[config.mk]
export PLATFORM = sky130hd
export DESIGN_NAME = riscv_ctrl_fsm_flat
export DESIGN_NICKNAME = d
export VERILOG_FILES = /design/src/rtl/riscv_ctrl_fsm_if.sv /design/src/rtl/riscv_ctrl_fsm.sv /design/src/flat_wrapper.sv
export SDC_FILE = /design/constraint.sdc
export NUM_CORES = 1
export LEC_CHECK = 0
export CORE_UTILIZATION = 30
export CTS_CLUSTER_DIAMETER = 40
export DETAILED_ROUTE_END_ITERATION = 7
export PLACE_DENSITY = 0.55
export REMOVE_ABC_BUFFERS = 1
export SYNTH_ARGS = -nofsm -noshare
export SYNTH_HDL_FRONTEND = slang
export SYNTH_SLANG_ARGS = --single-unit
[constraint.sdc]
create_clock -name i_CLK -period 4.9 [get_ports i_CLK]
set_clock_uncertainty 0.2 [all_clocks]
set_input_delay 0.98 -clock i_CLK [delete_from_list [all_inputs] [get_ports i_CLK]]
set_output_delay 0.98 -clock i_CLK [all_outputs]
set_load 0.02 [all_outputs]
[src/rtl/riscv_ctrl_fsm_if.sv]
// Memory port bundle between the RV32I control FSM (master) and instruction/data memory (slave).
// Request/ready handshake; ready is only meaningful while o_MEM_REQ is high.
interface riscv_ctrl_fsm_if;
  logic [31:0] i_INSTR;
  logic        i_MEM_READY;
  logic        o_MEM_REQ;
  logic        o_MEM_WE;
  logic        o_ADDR_SEL;

  modport master (
    input  i_INSTR,
    input  i_MEM_READY,
    output o_MEM_REQ,
    output o_MEM_WE,
    output o_ADDR_SEL
  );

  modport slave (
    output i_INSTR,
    output i_MEM_READY,
    input  o_MEM_REQ,
    input  o_MEM_WE,
    input  o_ADDR_SEL
  );
endinterface

[src/rtl/riscv_ctrl_fsm.sv]
// Multi-cycle RV32I control unit: owns PC/IR and sequences FETCH-DECODE-EXEC-MEM-WB.
// Optional feature macro RISCV_CTRL_TRAP_EN adds a sticky illegal-instruction TRAP state.
module riscv_ctrl_fsm #(
  parameter logic [31:0] RESET_PC = 32'h0000_0000
) (
  input  logic                  i_CLK,
  input  logic                  i_RST,
  riscv_ctrl_fsm_if.master      mem,
  input  logic [31:0]           i_IMM,
  input  logic                  i_ALU_ZERO,
  output logic [31:0]           o_PC,
  output logic [31:0]           o_IR,
  output logic                  o_REG_WE,
  output logic [1:0]            o_WB_SEL,
  output logic [3:0]            o_ALU_OP,
  output logic                  o_ALU_SRC_B,
  output logic [2:0]            o_IMM_SEL,
  output logic                  o_TRAP
);

  localparam logic [6:0] OPC_OP     = 7'b0110011;
  localparam logic [6:0] OPC_OPIMM  = 7'b0010011;
  localparam logic [6:0] OPC_LOAD   = 7'b0000011;
  localparam logic [6:0] OPC_STORE  = 7'b0100011;
  localparam logic [6:0] OPC_BRANCH = 7'b1100011;
  localparam logic [6:0] OPC_JAL    = 7'b1101111;
  localparam logic [6:0] OPC_LUI    = 7'b0110111;

  typedef enum logic [2:0] {
    S_RST    = 3'd0,
    S_FETCH  = 3'd1,
    S_DECODE = 3'd2,
    S_EXEC   = 3'd3,
    S_MEM    = 3'd4,
    S_WB     = 3'd5
`ifdef RISCV_CTRL_TRAP_EN
    , S_TRAP = 3'd6
`endif
  } state_t;

  state_t      state, state_nxt;
  logic [31:0] pc, ir;

  logic [6:0]  opcode;
  logic [2:0]  funct3;
  logic [4:0]  rd;
  logic        supported;
  logic        br_taken;
  logic [31:0] pc_plus4, pc_plus_imm;

  logic        mem_req, mem_we, addr_sel;

  assign opcode      = ir[6:0];
  assign funct3      = ir[14:12];
  assign rd          = ir[11:7];
  assign pc_plus4    = pc + 32'd4;
  assign pc_plus_imm = pc + i_IMM;
  assign br_taken    = ((funct3 == 3'b000) && i_ALU_ZERO) ||
                       ((funct3 == 3'b001) && !i_ALU_ZERO);

  assign o_PC           = pc;
  assign o_IR           = ir;
  assign mem.o_MEM_REQ  = mem_req;
  assign mem.o_MEM_WE   = mem_we;
  assign mem.o_ADDR_SEL = addr_sel;

  function automatic logic is_supported(input logic [6:0] opc, input logic [2:0] f3);
    case (opc)
      OPC_OP, OPC_OPIMM, OPC_LOAD, OPC_STORE, OPC_JAL, OPC_LUI: return 1'b1;
      OPC_BRANCH: return (f3 == 3'b000) || (f3 == 3'b001);
      default:    return 1'b0;
    endcase
  endfunction

  // IR[30] selects SUB only for register OP; SRA/SRAI honour it for both forms.
  function automatic logic [3:0] alu_op_of(input logic [6:0] opc, input logic [2:0] f3,
                                           input logic b30);
    logic alt;
    if (opc == OPC_BRANCH) return 4'd1;
    if ((opc != OPC_OP) && (opc != OPC_OPIMM)) return 4'd0;
    alt = b30 && ((opc == OPC_OP) || (f3 == 3'b101));
    case (f3)
      3'b000:  return alt ? 4'd1 : 4'd0;
      3'b001:  return 4'd2;
      3'b010:  return 4'd3;
      3'b011:  return 4'd4;
      3'b100:  return 4'd5;
      3'b101:  return alt ? 4'd7 : 4'd6;
      3'b110:  return 4'd8;
      default: return 4'd9;
    endcase
  endfunction

  function automatic logic [2:0] imm_sel_of(input logic [6:0] opc);
    case (opc)
      OPC_STORE:  return 3'd1;
      OPC_BRANCH: return 3'd2;
      OPC_LUI:    return 3'd3;
      OPC_JAL:    return 3'd4;
      default:    return 3'd0;
    endcase
  endfunction

  function automatic logic [1:0] wb_sel_of(input logic [6:0] opc);
    case (opc)
      OPC_LOAD: return 2'b01;
      OPC_JAL:  return 2'b10;
      OPC_LUI:  return 2'b11;
      default:  return 2'b00;
    endcase
  endfunction

  assign supported = is_supported(opcode, funct3);

  always_ff @(posedge i_CLK) begin
    if (i_RST) state <= S_RST;
    else       state <= state_nxt;
  end

  always_comb begin
    state_nxt = state;
    case (state)
      S_RST:    state_nxt = S_FETCH;
      S_FETCH:  if (mem.i_MEM_READY) state_nxt = S_DECODE;
      S_DECODE: begin
        if (supported) state_nxt = S_EXEC;
`ifdef RISCV_CTRL_TRAP_EN
        else           state_nxt = S_TRAP;
`else
        else           state_nxt = S_FETCH;
`endif
      end
      S_EXEC: begin
        case (opcode)
          OPC_LOAD, OPC_STORE: state_nxt = S_MEM;
          OPC_BRANCH:          state_nxt = S_FETCH;
          default:             state_nxt = S_WB;
        endcase
      end
      S_MEM:    if (mem.i_MEM_READY) state_nxt = (opcode == OPC_LOAD) ? S_WB : S_FETCH;
      S_WB:     state_nxt = S_FETCH;
`ifdef RISCV_CTRL_TRAP_EN
      S_TRAP:   state_nxt = S_TRAP;
`endif
      default:  state_nxt = S_RST;
    endcase
  end

  // ALU/immediate controls stay valid through MEM and WB so the unregistered ALU result holds.
  always_comb begin
    mem_req     = 1'b0;
    mem_we      = 1'b0;
    addr_sel    = 1'b0;
    o_REG_WE    = 1'b0;
    o_WB_SEL    = 2'b00;
    o_ALU_OP    = 4'd0;
    o_ALU_SRC_B = 1'b0;
    o_IMM_SEL   = 3'd0;
`ifdef RISCV_CTRL_TRAP_EN
    o_TRAP      = 1'b0;
`endif
    case (state)
      S_FETCH:  mem_req = 1'b1;
      S_DECODE: o_IMM_SEL = imm_sel_of(opcode);
      S_EXEC, S_MEM, S_WB: begin
        o_IMM_SEL   = imm_sel_of(opcode);
        o_ALU_OP    = alu_op_of(opcode, funct3, ir[30]);
        o_ALU_SRC_B = (opcode == OPC_OPIMM) || (opcode == OPC_LOAD) || (opcode == OPC_STORE);
        if (state == S_MEM) begin
          mem_req  = 1'b1;
          addr_sel = 1'b1;
          mem_we   = (opcode == OPC_STORE);
        end
        if (state == S_WB) begin
          o_REG_WE = (rd != 5'd0);
          o_WB_SEL = wb_sel_of(opcode);
        end
      end
`ifdef RISCV_CTRL_TRAP_EN
      S_TRAP:   o_TRAP = 1'b1;
`endif
      default: ;
    endcase
  end

`ifndef RISCV_CTRL_TRAP_EN
  assign o_TRAP = 1'b0;
`endif

  always_ff @(posedge i_CLK) begin
    if (i_RST) begin
      pc <= RESET_PC;
      ir <= 32'd0;
    end else begin
      case (state)
        S_FETCH:  if (mem.i_MEM_READY) ir <= mem.i_INSTR;
`ifndef RISCV_CTRL_TRAP_EN
        S_DECODE: if (!supported) pc <= pc_plus4;
`endif
        S_EXEC:   if (opcode == OPC_BRANCH) pc <= br_taken ? pc_plus_imm : pc_plus4;
        S_MEM:    if (mem.i_MEM_READY && (opcode == OPC_STORE)) pc <= pc_plus4;
        S_WB:     pc <= (opcode == OPC_JAL) ? pc_plus_imm : pc_plus4;
        default: ;
      endcase
    end
  end

endmodule
[src/flat_wrapper.sv]
// flat-port wrapper written by rule: the top's interface ports become plain ports
module riscv_ctrl_fsm_flat 
#(
  parameter logic [31:0] RESET_PC = 32'h0000_0000
)
  (i_CLK, i_RST, i_IMM, i_ALU_ZERO, o_PC, o_IR, o_REG_WE, o_WB_SEL, o_ALU_OP, o_ALU_SRC_B, o_IMM_SEL, o_TRAP, mem_i_INSTR, mem_i_MEM_READY, mem_o_MEM_REQ, mem_o_MEM_WE, mem_o_ADDR_SEL);
  riscv_ctrl_fsm_if mem_i ();
  input  logic i_CLK;
  input  logic i_RST;
  input  logic [31:0] i_IMM;
  input  logic i_ALU_ZERO;
  output logic [31:0] o_PC;
  output logic [31:0] o_IR;
  output logic o_REG_WE;
  output logic [1:0] o_WB_SEL;
  output logic [3:0] o_ALU_OP;
  output logic o_ALU_SRC_B;
  output logic [2:0] o_IMM_SEL;
  output logic o_TRAP;
  input wire logic [$bits(mem_i.i_INSTR)-1:0] mem_i_INSTR;
  input wire logic [$bits(mem_i.i_MEM_READY)-1:0] mem_i_MEM_READY;
  output wire logic [$bits(mem_i.o_MEM_REQ)-1:0] mem_o_MEM_REQ;
  output wire logic [$bits(mem_i.o_MEM_WE)-1:0] mem_o_MEM_WE;
  output wire logic [$bits(mem_i.o_ADDR_SEL)-1:0] mem_o_ADDR_SEL;
  assign mem_i.i_INSTR = mem_i_INSTR;
  assign mem_i.i_MEM_READY = mem_i_MEM_READY;
  assign mem_o_MEM_REQ = mem_i.o_MEM_REQ;
  assign mem_o_MEM_WE = mem_i.o_MEM_WE;
  assign mem_o_ADDR_SEL = mem_i.o_ADDR_SEL;
  riscv_ctrl_fsm #(.RESET_PC(RESET_PC)) u_core (.i_CLK(i_CLK), .i_RST(i_RST), .mem(mem_i), .i_IMM(i_IMM), .i_ALU_ZERO(i_ALU_ZERO), .o_PC(o_PC), .o_IR(o_IR), .o_REG_WE(o_REG_WE), .o_WB_SEL(o_WB_SEL), .o_ALU_OP(o_ALU_OP), .o_ALU_SRC_B(o_ALU_SRC_B), .o_IMM_SEL(o_IMM_SEL), .o_TRAP(o_TRAP));
endmodule
==> impl_metrics.env, run 1 <==
export IMPL_outcome="finished, final reports clean"
export IMPL_min_period_ns=3.86
export IMPL_leakagePower_nw=2.58
export IMPL_synth_top_family_by_area="compound AO/OA/AOI/OAI gates"
export IMPL_top_layer_used="met4"
export IMPL_drv_slew=0
export IMPL_grt_pass1_wl_um=27000
export IMPL_r2r_start="u_core.o_PC[2]"
export IMPL_start_kind="input port"
export IMPL_clk_latency_ns=0.35
export IMPL_yosys_area_share_simple=0.257
export IMPL_wl_per_cell_um=15.5
export IMPL_synth_edff_count=0
export IMPL_cts_root_buffer="clkbuf_16"
export IMPL_synth_seq_cells=67
export IMPL_synth_adder_area_share=0.0821
export IMPL_rsz0062_at_grt="false"
export IMPL_row_count=47
export IMPL_holdWs_ns=0.252
export IMPL_layout_drive_gt1_share=0.0521
export IMPL_antenna_found_initial=0
export IMPL_cts_buffers=9
export IMPL_critPathCaptureType="flip-flop"
export IMPL_worstReg2RegEnd="u_core.o_PC[31]"
export IMPL_dp_cells=1048
export IMPL_synth_xor_area_frac=0.0411
export IMPL_met2WireLength_um=7040
export IMPL_antenna_cells=0
export IMPL_arrival_ns=3.89
export IMPL_synth_compound_area_frac=0.302
export IMPL_hold_viol_final=0
export IMPL_drtIter0Drc=271
export IMPL_utilization=0.423
export IMPL_synth_top_cells_by_count="nand2_1 (112), a21oi_1 (96), dfxtp_1 (67)"
export IMPL_htree_levels=3
export IMPL_vdd_ir_drop_worst_uv=154
export IMPL_syn_area_um2=5120
export IMPL_max_stage_delay_ns=0.42
export IMPL_cts_tree="yes"
export IMPL_setup_viol=0
export IMPL_finalPower_mw=1.49
export IMPL_dieArea_um2=17600
export IMPL_syn_to_final_growth_pct=37.4
export IMPL_postRouteAntennaNets=0
export IMPL_port_buffers=145
export IMPL_hold_depth=2
export IMPL_grt_pass1_vias=5215
export IMPL_worstPathRequired_ns=4.93
export IMPL_cp_slowest_cell="clkdlybuf4s50_1"
export IMPL_synth_warning_count=0
export IMPL_synthTopCellsByArea="dfxtp_1 (26%), a21oi_1 (9.4%), nand2_1 (8.2%), ha_1 (7.8%), nor2_1 (4.8%)"
export IMPL_path_cells="clkdlybuf4s50_1 > ha_1 > a211o_1 > a211o_1 > a21oi_2 > o211ai_2 > a31oi_2 > o21ai_1 > xor2_1 > a31oi_1 > mux2_1"
export IMPL_r2r_cells=10
export IMPL_hold_class="flip-flop to flip-flop"
export IMPL_cts_setup_buffers=0
export IMPL_yosys_area_top_type="dfxtp_1"
export IMPL_tns_ns=0
export IMPL_final_nets=940
export IMPL_maxSlewHeadroom=0.359
export IMPL_synth_async_reset_ratio=0
export IMPL_start_util=0.308
export IMPL_io_pins=147
export IMPL_netlist_cell_type_count=75
export IMPL_path_clk_slew_ns=0.06
export IMPL_hold_path_endpoint="u_core.o_IR[19]"
export IMPL_cp_common_cell="a211o_1"
export IMPL_synth_seq_area_share=0.262
export IMPL_fin_crit_sh=0.788
export IMPL_r2r_slack_ns=1.75
export IMPL_synth_flop_cell="dfxtp_1"
export IMPL_cts_hold_buf=0
export IMPL_fmax_ghz=0.259
export IMPL_clkSinkCount=67
export IMPL_via_per_inst=5.21
export IMPL_track_usage=0.191
export IMPL_fin_cells=1064
export IMPL_drtPass1Iterations=5
export IMPL_num_vias=5542
export IMPL_post_synth_top_count_cell="nand2_1"
export IMPL_die_h_um=133
export IMPL_grt_remaining_overflow=0
export IMPL_cap_violations=0
export IMPL_grt_max_degree=43
export IMPL_worstMarginPinSlew_ns=0.961
export IMPL_cts_resized_gates=0
export IMPL_muxShareOfSynthArea=0.00611
export IMPL_clock_path_buffers=2
export IMPL_wl_met1_um=8140
export IMPL_synthCells=714
export IMPL_crit_type="input port to flip-flop"
export IMPL_avgSynthCellArea_um2=7.17
export IMPL_synth_top_area_share=0.262
export IMPL_dpl_hpwl_um=11700
export IMPL_drc=0
export IMPL_met3_length_um=995
export IMPL_core_um2=16600
export IMPL_cp_max_fo=4
export IMPL_die_w_um=133
export IMPL_gp_congestion=0.877
export IMPL_power_density_nw_per_um2=211
export IMPL_finalWirelength_um=16500
export IMPL_hold_start="u_core.o_IR[19]"
## power by group
| part | switching, mW | internal, mW | total (mW) |
|---|---|---|---|
| sequential | 0.0207 | 0.560 | 0.581 |
| clock | 0.271 | 0.394 | 0.665 |
| combinational | 0.123 | 0.118 | 0.240 |
## how the worst max path moves through the flow
stage | from | slack (ns) | end | cells past startpoint
after floorplan | i_ALU_ZERO | 1.32 | u_core.o_PC[31] | 7
after global placement | i_IMM[0] | 0.72 | u_core.o_PC[30] | 13
after detailed placement | i_IMM[1] | 0.66 | u_core.o_PC[31] | 11
after CTS | i_IMM[1] | 1.03 | u_core.o_PC[31] | 11
after global routing | i_IMM[1] | 0.88 | u_core.o_PC[31] | 11
final | i_IMM[1] | 1.04 | u_core.o_PC[31] | 11
## routing by layer
| layer | track usage | vias to the layer above |
|---|---|---|
| met4 | 0.0664 | 0 |
| met2 | 0.298 | 183 |
| li1 | - | 2849 |
| met1 | 0.262 | 2489 |
| met5 | 0 | - |
| met3 | 0.0349 | 21 |
## critical path, delay by kind of cell
kind	cells	cell delay [ns]
AO/OA/AOI/OAI	7	1.70
XOR/XNOR	1	0.15
adder cells (fa/ha/maj)	1	0.32
buffers and inverters	1	0.42
multiplexers	1	0.33
## sequential cells by signal, summed over array words and instances (netlist names)
signal        count
u_core.state      3
u_core.o_PC      32
u_core.o_IR      32
## placed cells by master (no fill, tap or decap), types with 7 or more instances in the layout
cell type / n
dfxtp_1: 67
o21ai_0: 41
nor2b_1: 7
a21o_1: 15
nand3_1: 21
xnor2_1: 13
or3_1: 9
nor3_1: 17
xor2_1: 11
buf_4: 7
nor2_1: 65
inv_1: 22
clkdlybuf4s50_1: 144
nand2b_1: 7
and3_1: 10
a21oi_1: 96
a31oi_1: 12
nand2_1: 112
clkbuf_16: 9
nand4_1: 13
a211oi_1: 13
ha_1: 32
## cell families (layout without fill, tap and decap cells)
family	after synthesis	in the layout
flops	67	67
fa+ha+maj	33	33
buf+inv	60	190
compound gates	243	243
xor+xnor	24	24
other cells	1	1
mux	3	3
simple gates	283	283
## layout make-up
cell class | instances | area (um2)
clock buffer | 10 | 229
tap | 220 | 275
fill | 1744 | 9610
inverter | 22 | 82.6
timing repair buffer | 152 | 1500
multi-input combinational | 587 | 3540
sequential | 67 | 1340
clock inverter | 6 | 66.3
## metrics by stage
step	setup slack, ns	cell area, um2
final	1.04	7040
after global routing	0.880	7040
after CTS	1.03	7040
after detailed placement	0.658	6740
after global placement	0.724	6740
after floorplan	1.32	4950
Power figures use the tool's default switching activity.
==> inputs of run 2 (changes only) <==
==> constraint.sdc (replaced) <==
create_clock -name i_CLK -period 3.6 [get_ports i_CLK]
set_clock_uncertainty 0.2 [all_clocks]
set_input_delay 0.72 -clock i_CLK [delete_from_list [all_inputs] [get_ports i_CLK]]
set_output_delay 0.72 -clock i_CLK [all_outputs]
set_load 0.02 [all_outputs]
==> impl_metrics.env, run 2 (synthesized netlist as in run 1, its figures left out) <==
export IMPL_outcome="finished, final reports clean"
export IMPL_track_usage=0.197
export IMPL_worstPathRequired_ns=3.60
export IMPL_min_period_ns=3.47
export IMPL_fmax_ghz=0.288
export IMPL_cts_tree="yes"
export IMPL_dpl_cell_area_um2=7190
export IMPL_cts_resized_gates=0
export IMPL_postRouteAntennaNets=0
export IMPL_cts_hold_buf=0
export IMPL_worstReg2RegEnd="u_core.o_PC[19]"
export IMPL_fin_ws_ns=0.131
export IMPL_grt_busiest_layer="met2"
export IMPL_met1_usage=0.272
export IMPL_finalWirelength_um=17100
export IMPL_cap_violations=0
export IMPL_dieArea_um2=17600
export IMPL_layout_drive_gt1_share=0.114
export IMPL_clk_latency_ns=0.34
export IMPL_grt_use_met2=0.317
export IMPL_path_clk_slew_ns=0.06
export IMPL_mostFrequentLayoutCell="clkdlybuf4s50_1"
export IMPL_start_kind="input port"
export IMPL_grt_remaining_overflow=0
export IMPL_power_density_nw_per_um2=268
export IMPL_dp_cells=1104
export IMPL_antenna_cells=0
export IMPL_die_h_um=133
export IMPL_core_um2=16600
export IMPL_drtIter0Drc=231
export IMPL_hold_start="u_core.o_IR[27]"
export IMPL_final_cell_mix="clkdlybuf4s50_1 (144), nand2_1 (112), a21oi_1 (96)"
export IMPL_cp_max_fo=3
export IMPL_r2r_cells=10
export IMPL_hold_path_endpoint="u_core.o_IR[27]"
export IMPL_num_vias=5747
export IMPL_final_nets=996
export IMPL_cts_buffers=9
export IMPL_dp_slack_ns=-0.290
export IMPL_drtPass1Iterations=4
export IMPL_dpl_hpwl_um=12700
export IMPL_drv_slew=0
export IMPL_port_buffers=145
export IMPL_grt_pass1_wl_um=28000
export IMPL_maxSlewHeadroom=0.560
export IMPL_grt_max_degree=49
export IMPL_wl_per_cell_um=15.3
export IMPL_drc=0
export IMPL_grt_pass1_vias=5444
export IMPL_crit_type="input port to flip-flop"
export IMPL_arrival_ns=3.47
export IMPL_clkSinkCount=67
export IMPL_hold_depth=2
export IMPL_rsz0062_at_grt="true"
export IMPL_worstMarginPinSlew_ns=0.660
export IMPL_antenna_found_initial=0
export IMPL_cts_setup_buffers=0
export IMPL_syn_to_final_growth_pct=46.2
export IMPL_start_util=0.308
export IMPL_leakagePower_nw=2.86
export IMPL_io_pins=147
export IMPL_setup_viol=0
export IMPL_hold_class="flip-flop to flip-flop"
export IMPL_r2r_start="u_core.o_PC[4]"
export IMPL_utilization=0.450
export IMPL_via_per_inst=5.13
export IMPL_cts_root_buffer="clkbuf_16"
export IMPL_r2r_slack_ns=0.58
export IMPL_critPathCaptureType="flip-flop"
export IMPL_hold_viol_final=0
export IMPL_fin_crit_sh=0.964
export IMPL_vdd_ir_drop_worst_uv=242
export IMPL_htree_levels=3
export IMPL_row_count=47
export IMPL_clock_path_buffers=2
export IMPL_die_w_um=133
export IMPL_globalRouteMet3Util=0.0333
export IMPL_finish_instance_area_um2=7480
export IMPL_fin_cells=1120
export IMPL_gp_congestion=0.876
## run 2: power by group
part	switching (mW)	total [mW]	internal, mW
Sequential	0.0251	0.787	0.762
Combinational	0.174	0.357	0.183
Clock	0.373	0.863	0.490
## run 2: layout make-up
class,instances,area (um2)
flip-flops and latches,67,1340
well taps,220,275
clock buffers,10,239
multi-input cells,587,3560
repair buffers,208,1940
fillers,1727,9160
clock inverters,6,46.3
inverters,22,82.6
## run 2: how the worst max path moves through the flow
stage | start | endpoint | slack, ns | depth (start not counted)
6_report | i_IMM[1] | u_core.o_PC[19] | 0.13 | 11
5_1_grt | i_IMM[0] | u_core.o_PC[30] | -0.04 | 13
4_1_cts | i_IMM[0] | u_core.o_PC[30] | 0.05 | 13
3_5_place_dp | i_IMM[0] | u_core.o_PC[30] | -0.29 | 13
3_3_place_gp | i_IMM[0] | u_core.o_PC[30] | -0.28 | 13
2_1_floorplan | u_core.o_IR[4] | u_core.o_PC[31] | 0.25 | 8
## run 2: stage by stage
step           TNS, ns  hold slack [ns]  power, mW
4_1_cts              0            0.257       2.04
3_5_place_dp     -1.89            0.248       1.16
5_1_grt        -0.0358            0.270       2.11
6_report             0            0.254       2.01
2_1_floorplan        0            0.328      0.957
3_3_place_gp     -1.69            0.242       1.16
## run 2: critical path, stage by stage
cell	delay, ns
clkdlybuf4s50_1	0.43
ha_1	0.31
a211o_1	0.32
a211o_1	0.33
a21o_1	0.21
a311oi_2	0.33
nor2_1	0.09
a221o_1	0.31
xor2_1	0.14
a22oi_1	0.20
nor3_1	0.07
## run 2: per-layer routing
metal,vias to the layer above,share of wire,wire length (um)
met3,5,0.058,987
met5,-,0,0
met2,159,0.45,7750
met1,2627,0.48,8250
met4,0,0.0056,96
li1,2956,-,-
